==> src/rtl/usb_tx_controller.sv <==
// USB transmit sequencer: drives SYNC, PID, payload and CRC16 bytes
// into the serializer, then requests EOP and reports done/error.
module usb_tx_controller #(
  parameter int MAX_BYTES      = 64,
  parameter int TIMEOUT_CYCLES = 1024,
  parameter int LEN_W          = $clog2(MAX_BYTES+1)
) (
  input  logic             clk,
  input  logic             n_rst,
  input  logic             tx_start,
  input  logic [3:0]       tx_pid,
  input  logic [LEN_W-1:0] tx_len,
  input  logic             fifo_empty,
  input  logic [7:0]       fifo_rdata,
  input  logic             byte_sent,
  input  logic             eop_done,
  input  logic [15:0]      crc_val,
  output logic             load_byte,
  output logic [7:0]       tx_byte,
  output logic             fifo_read,
  output logic             crc_clr,
  output logic             crc_en,
  output logic             send_eop,
  output logic             tx_busy,
  output logic             tx_done,
  output logic             tx_error
);

  localparam int WD_W = $clog2(TIMEOUT_CYCLES+1);
  localparam logic [WD_W-1:0] WD_LIM = WD_W'(TIMEOUT_CYCLES-1);

  typedef enum logic [3:0] {
    S_IDLE,
    S_LD_SYNC,
    S_TX_SYNC,
    S_LD_PID,
    S_TX_PID,
    S_LD_DATA,
    S_TX_DATA,
    S_LD_CRCL,
    S_TX_CRCL,
    S_LD_CRCH,
    S_TX_CRCH,
    S_EOP,
    S_ABORT
  } state_e;

  state_e           state_q, state_d;
  logic [3:0]       pid_q, pid_d;
  logic [LEN_W-1:0] rem_q, rem_d;
  logic [WD_W-1:0]  wd_q, wd_d;
  logic             done_q, done_d;
  logic             err_q, err_d;

  logic start_data;
  logic pid_data;
  logic too_long;
  logic wd_exp;
  logic wd_run;

  assign start_data = (tx_pid == 4'b0011) || (tx_pid == 4'b1011);
  assign pid_data   = (pid_q == 4'b0011) || (pid_q == 4'b1011);
  assign too_long   = int'(tx_len) > MAX_BYTES;
  assign wd_exp     = wd_q >= WD_LIM;

  always_ff @(posedge clk or negedge n_rst) begin
    if (!n_rst) begin
      state_q <= S_IDLE;
      pid_q   <= 4'h0;
      rem_q   <= '0;
      wd_q    <= '0;
      done_q  <= 1'b0;
      err_q   <= 1'b0;
    end else begin
      state_q <= state_d;
      pid_q   <= pid_d;
      rem_q   <= rem_d;
      wd_q    <= wd_d;
      done_q  <= done_d;
      err_q   <= err_d;
    end
  end

  always_comb begin
    state_d = state_q;
    pid_d   = pid_q;
    rem_d   = rem_q;
    done_d  = 1'b0;
    err_d   = 1'b0;
    unique case (state_q)
      S_IDLE: begin
        if (tx_start) begin
          if (start_data && too_long) begin
            err_d = 1'b1;
          end else begin
            pid_d   = tx_pid;
            rem_d   = tx_len;
            state_d = S_LD_SYNC;
          end
        end
      end
      S_LD_SYNC: state_d = S_TX_SYNC;
      S_TX_SYNC: begin
        if (byte_sent)   state_d = S_LD_PID;
        else if (wd_exp) state_d = S_ABORT;
      end
      S_LD_PID: state_d = S_TX_PID;
      S_TX_PID: begin
        if (byte_sent) begin
          if (!pid_data)              state_d = S_EOP;
          else if (rem_q == '0)       state_d = S_LD_CRCL;
          else if (fifo_empty)        state_d = S_ABORT;
          else                        state_d = S_LD_DATA;
        end else if (wd_exp) begin
          state_d = S_ABORT;
        end
      end
      S_LD_DATA: begin
        rem_d   = rem_q - LEN_W'(1);
        state_d = S_TX_DATA;
      end
      S_TX_DATA: begin
        if (byte_sent) begin
          if (rem_q == '0)     state_d = S_LD_CRCL;
          else if (fifo_empty) state_d = S_ABORT;
          else                 state_d = S_LD_DATA;
        end else if (wd_exp) begin
          state_d = S_ABORT;
        end
      end
      S_LD_CRCL: state_d = S_TX_CRCL;
      S_TX_CRCL: begin
        if (byte_sent)   state_d = S_LD_CRCH;
        else if (wd_exp) state_d = S_ABORT;
      end
      S_LD_CRCH: state_d = S_TX_CRCH;
      S_TX_CRCH: begin
        if (byte_sent)   state_d = S_EOP;
        else if (wd_exp) state_d = S_ABORT;
      end
      S_EOP: begin
        if (eop_done) begin
          done_d  = 1'b1;
          state_d = S_IDLE;
        end else if (wd_exp) begin
          err_d   = 1'b1;
          state_d = S_IDLE;
        end
      end
      S_ABORT: begin
        if (eop_done || wd_exp) begin
          err_d   = 1'b1;
          state_d = S_IDLE;
        end
      end
      default: state_d = S_IDLE;
    endcase
  end

  // Watchdog only runs while waiting on the serializer
  always_comb begin
    wd_run = 1'b0;
    unique case (state_q)
      S_TX_SYNC, S_TX_PID, S_TX_DATA,
      S_TX_CRCL, S_TX_CRCH, S_EOP, S_ABORT: wd_run = 1'b1;
      default: wd_run = 1'b0;
    endcase
    if (!wd_run || state_d != state_q) wd_d = '0;
    else                               wd_d = wd_q + WD_W'(1);
  end

  always_comb begin
    load_byte = 1'b0;
    tx_byte   = 8'h00;
    fifo_read = 1'b0;
    crc_clr   = 1'b0;
    crc_en    = 1'b0;
    send_eop  = 1'b0;
    unique case (state_q)
      S_LD_SYNC: begin
        load_byte = 1'b1;
        tx_byte   = 8'h80;
      end
      S_LD_PID: begin
        load_byte = 1'b1;
        tx_byte   = {~pid_q, pid_q};
        crc_clr   = 1'b1;
      end
      S_LD_DATA: begin
        load_byte = 1'b1;
        tx_byte   = fifo_rdata;
        fifo_read = 1'b1;
        crc_en    = 1'b1;
      end
      S_LD_CRCL: begin
        load_byte = 1'b1;
        tx_byte   = crc_val[7:0];
      end
      S_LD_CRCH: begin
        load_byte = 1'b1;
        tx_byte   = crc_val[15:8];
      end
      S_EOP, S_ABORT: send_eop = 1'b1;
      default: ;
    endcase
  end

  assign tx_busy  = state_q != S_IDLE;
  assign tx_done  = done_q;
  assign tx_error = err_q;

endmodule

==> config.mk <==
export PLATFORM = sky130hd
export DESIGN_NAME = usb_tx_controller
export DESIGN_NICKNAME = d
export VERILOG_FILES = /design/src/rtl/usb_tx_controller.sv
export SDC_FILE = /design/constraint.sdc
export NUM_CORES = 1
export LEC_CHECK = 0
export BUFFER_PORTS_ARGS = -buffer_cell sky130_fd_sc_hd__buf_4
export CAP_MARGIN = 15
export CORE_MARGIN = 5
export CORE_UTILIZATION = 57
export DETAILED_ROUTE_END_ITERATION = 10
export GPL_TIMING_DRIVEN = 0
export MAX_ROUTING_LAYER = met4
export PLACE_DENSITY = 0.95
export SETUP_SLACK_MARGIN = 0.05
export SLEW_MARGIN = 20
export SYNTH_ARGS = -nofsm -noshare
export SYNTH_HDL_FRONTEND = slang
export SYNTH_SLANG_ARGS = --single-unit
==> constraint.sdc <==
create_clock -name clk -period 4.9 [get_ports clk]
set_clock_uncertainty 0.2 [all_clocks]
set_input_delay 0.49 -clock clk [delete_from_list [all_inputs] [get_ports clk]]
set_output_delay 0.49 -clock clk [all_outputs]
set_load 0.01 [all_outputs]
; After elaboration in Yosys (flattened, before gate mapping)
; Cells that the tools add are included.
[word_totals]
out_inout_bits = 16
reg_bits = 28
mem_count = 0
latchBits = 0
rom_bits = 0
wordCells = 79
mem_bits_rw = 0
inputBits = 41
[op_classes]
eq_ne = 19
reduce_logical = 15
shift = 0
n_lt_le_gt_ge = 2
n_addsub = 2
n_mux = 33
div_mod_pow = 0
mul = 0
n_bitwise = 2
[op_table]
columns = op, count
row1 = $mux 4, 14
row2 = $pmux 4 s13, 1
row3 = $pmux 8 s5, 1
row4 = $eq 4x4->1 const B, 7
row5 = $eq 4x2->1 const B, 4
row6 = $eq 4x3->1 const B, 4
row7 = $mux 7, 2
row8 = $pmux 7 s2, 1
row9 = $mux 1, 12
row10 = $add 11x1->11 const B, 1
row11 = $ge 11x10->1 const B, 1
row12 = $mux 11, 1
row13 = $gt 7x7->1 const B, 1
row14 = $logic_not 7->1, 1
row15 = $reduce_or 7->1, 1
row16 = $sub 7x1->7 const B, 1
row17 = $reduce_and 3->1, 2
row18 = $reduce_or 5->1, 1
row19 = $eq 4x1->1 const B, 1
row20 = $logic_not 4->1, 1
row21 = $logic_or 1x1->1, 4
row22 = $ne 2x2->1 const B, 2
row23 = $ne 4x4->1, 1
row24 = $not 4->4, 1
row25 = 7 further kinds, 7

; Longest topological paths before layout
[logic_depth]
depth_word = 9
depth_mapped = 9
mapped_depth_nobuf = 8

; Least setup slack after synthesis
; Ideal clock, no wire load.
[synth_timing]
path_type = reg2out
from = register state_q[3]
to = output port tx_byte[0]
required_time_ns = 4.210
arrival_ns = 1.711
stages_incl_launch_ff = 9
slack_ns = 2.499
n_path_buf = 3
path_cell_list = dfrtp_1 -> buf_2 -> nand2b_1 -> or2_1 -> buf_4 -> inv_2 -> buf_2 -> a22oi_1 -> o21ai_0
[synth_via]
elab_chain_cells = 2
elab_cells_between_ends = 6
classes_between = eq/ne: 5 / mux: 1
[synth_lines]
columns = item, line
row1 = start: declaration, 48  ; state_e state_q, state_d;
row2 = start signal: assignment, 75  ; state_q <= state_d;
row3 = "$eq 4x4->1, or another cell as far along", 179  ; unique case (state_q)
row4 = $pmux 8 s5 (*), 179
row5 = end: declaration, 19  ; output logic [7:0] tx_byte,
; Every way passes the cells marked *; elsewhere a longest branch is shown, timed or not.

; Worst setup path in the final report
[layout_timing]
from = register state_q[3]
to = output port tx_byte[2]
; The elaborated chain is that of the path after synthesis.

==> results.py <==
metrics = {
    "critical_path": {
        "endpoint": "tx_byte[2]",
        "required_ns": 4.21,
        "r2r-end": "wd_q[2]",
        "cpMaxStageDelayCell": "dfrtp_1",
        "crit_cells": 9,
        "crit_path_end_kind": "output pin",
        "arrival_ns": 2.37,
        "max_stage_delay_ns": 0.48,
        "crit_chain": "buf_2 > nand2b_1 > or2_1 > buf_4 > inv_2 > buf_2 > a22oi_1 > o21ai_0 > buf_4",
        "worst_setup_path_start_kind": "register",
        "crit_type": "register to output pin",
        "r2r-start": "wd_q[0]",
        "cp-startpoint": "state_q[3]",
        "critPathTopFamily": "buffers and inverters",
        "cp.buffers_inverters": 5,
        "r2r_cells": 6,
        "r2r_setup_slack_ns": 2.29,
        "crit_fanout": 11,
    },
    "routing": {
        "viasPerCell": 6.33,
        "drc": 0,
        "drt_first_pass_iters": 5,
        "wire_per_inst_um": 17.2,
        "wl_um": 6100,
        "first_iter_violations": 177,
        "ant_nets": 0,
        "vias": 2241,
    },
    "layout": {
        "stdcell_count": 354,
        "fin_area_um2": 2750,
        "drive_above_1_share_pct": 33.3,
        "area_delta_synth_final_pct": 25.6,
        "diodes": 0,
        "nNetsFinal": 350,
    },
    "worst_hold_path": {
        "holdCritStartpoint": "tx_pid[3]",
        "hold_path.class": "input port to register",
    },
    "synth": {
        "seq_area_frac_synth_pct": 32.0,
        "synthCells": 245,
        "syn_area_per_cell_um2": 8.94,
        "synth-edff-count": 0,
        "async_flop_share_pct": 100,
        "synth_cell_type_count": 64,
        "yosysWarnings": 0,
        "ys_ff_latch": 28,
        "ys.flop_type": "dfrtp_1",
        "syn_nets": 288,
        "synth_area_um2": 2190,
    },
    "clock_tree": {
        "clk_latency_ns": 0.28,
        "cts_tree": "yes",
        "numCtsBuffers": 3,
        "clock_path_buffers": 2,
        "cts_max_level": 1,
        "cts.clk_slew.worst_paths_ns": 0.10,
        "cts.sinks": 28,
        "cts_root_buffer": "clkbuf_8",
        "cts_resized": 0,
    },
    "placement": {
        "place.gp.congestion": 0.925,
        "post_dp_cell_area_um2": 2670,
        "placedCellCount": 349,
        "dpl.hpwl_um": 4530,
        "post-place-ws_ns": 2.22,
        "port_buffers": 56,
    },
    "sta": {
        "post-route-period-util_pct": 62.4,
        "finalSetupViolations": 0,
        "finalHoldViolCount": 0,
        "fin_setup_tns_ns": 0,
        "fmax_mhz": 327,
        "finalHoldWorstSlack_ns": 0.198,
        "fin_ws_ns": 1.84,
        "rsz0062_at_grt": "no",
        "fin_crit_ns": 3.06,
        "finalMaxSlewViolations": 0,
    },
    "die": {
        "die_area_um2": 5180,
        "fp.dieH_um": 72.0,
        "coreArea_um2": 3690,
        "core.rowCount": 22,
        "io_pins": 57,
        "start_util_pct": 59.4,
        "die_w_um": 72.0,
    },
    "pwr": {
        "p_leak_nw": 1.18,
        "peakVddDrop_uv": 307,
        "p_per_area_nw_per_um2": 512,
    },
    "grt": {
        "antenna_found_initial": 0,
        "grtUsageTotal_pct": 23.8,
        "grt_pass1_wl_um": 9800,
        "grt_pass1_vias": 2199,
        "grt_max_degree": 29,
        "grt-ovfl-total": 0,
    },
    "job": {
        "cap_violations": 0,
    },
    "outcome": {
        "status": "finished clean",
    },
}
-- flip-flops by register name, indices dropped and copies added (netlist names) --
signal and flops:
rem_q 7, pid_q 4, tx_done 1, tx_error 1
state_q 4, wd_q 11
-- stage by stage --
step | util, % | total power, mW
after floorplan | - | 0.972
after global placement | 72.4 | 1.18
after detailed placement | 72.4 | 1.21
after CTS | 74.6 | 1.40
after global routing | 74.6 | 1.50
final | 74.6 | 1.41
-- layout by cell type, fill, tap and decap left out, types with 8 or more instances in the layout --
cell,synthesis,routed
nand2_1,20,20
nor4b_2,9,9
o21ai_0,19,19
a22oi_1,12,12
dfrtp_1,28,28
buf_4,3,59
nor2_1,17,17
a21oi_1,11,11
nand3_1,8,8
-- worst min-delay path by stage --
stage | endpoint | slack [ns] | cells past startpoint
floorplan | pid_q[0] | -0.006 | 0
global placement | state_q[1] | 0.22 | 1
detailed placement | tx_done | 0.23 | 1
CTS | pid_q[3] | 0.20 | 3
global route | pid_q[3] | 0.21 | 3
finish | pid_q[3] | 0.20 | 3
-- worst register-to-register path: stages, from the launching register on --
cell       delay, ns
dfrtp_1         0.46
ha_1            0.30
a21o_1          0.20
a41oi_1         0.44
o21ai_0         0.30
o2bb2ai_4       0.30
nor4b_2         0.32
-- final cells by class --
cell class              count  area (µm²)
multi-input cells         195        1370
clock inverters             1        30.0
clock buffers               3        41.3
flip-flops and latches     28         701
fillers                   287         936
repair buffers             57         430
plain buffers              15        98.8
inverters                   7        26.3
well taps                  48        60.1
-- cells in the mapped netlist, types with 2 or more instances --
cell type | count | area share [%]
nor2_2 | 2 | 0.57
o21ai_0 | 19 | 4.3
inv_1 | 6 | 1.0
o21ba_2 | 2 | 0.91
buf_6 | 3 | 1.5
nor2b_1 | 4 | 1.1
nand2b_1 | 6 | 1.7
dfrtp_1 | 28 | 32
a21o_1 | 5 | 1.7
nor4b_2 | 9 | 6.2
and3_1 | 3 | 0.86
buf_2 | 7 | 1.6
nor3_1 | 6 | 1.4
or2_1 | 2 | 0.57
a31oi_1 | 3 | 0.86
ha_1 | 2 | 1.1
xnor2_1 | 3 | 1.2
o21ai_1 | 3 | 0.69
o211ai_1 | 2 | 0.69
xor2_1 | 5 | 2.0
nor2_1 | 17 | 2.9
buf_4 | 3 | 1.0
and2_1 | 7 | 2.0
nand3_1 | 8 | 1.8
o221a_2 | 4 | 2.1
a21oi_1 | 11 | 2.5
nand2_1 | 20 | 3.4
nand4_1 | 2 | 0.57
a211oi_1 | 4 | 1.4
or3_1 | 3 | 0.86
and4b_1 | 2 | 0.91
a22oi_1 | 12 | 4.1
-- repair_timing --
item                                    in CTS  in global routing
hold endpoints to repair                    28                  0
endpoints found under the setup margin       0                  0
setup buffers                                0                  0
hold buffers                                 1                  0
-- cells by family after synthesis --
group	share of synthesized area [%]
DFF	32.0
adders and majority gates	1.14
muxes	0.457
xor gates and xnor gates	3.20
AOI/OAI and AO/OA	27.6
other	0.171
buffers and inverters	5.71
and+or+nand+nor	29.8
-- power breakdown --
part | switching (mW) | internal (mW)
Combinational | 0.486 | 0.374
Sequential | 0.0654 | 0.296
Clock | 0.0770 | 0.109
-- layer usage --
metal,up-vias,GRT usage [%],wire (µm)
li1,1035,-,-
met1,1074,29.5,2610
met2,114,40.3,2970
met3,18,4.16,405
met4,0,6.05,114
met5,-,-,0
Power figures use the tool's default switching activity.
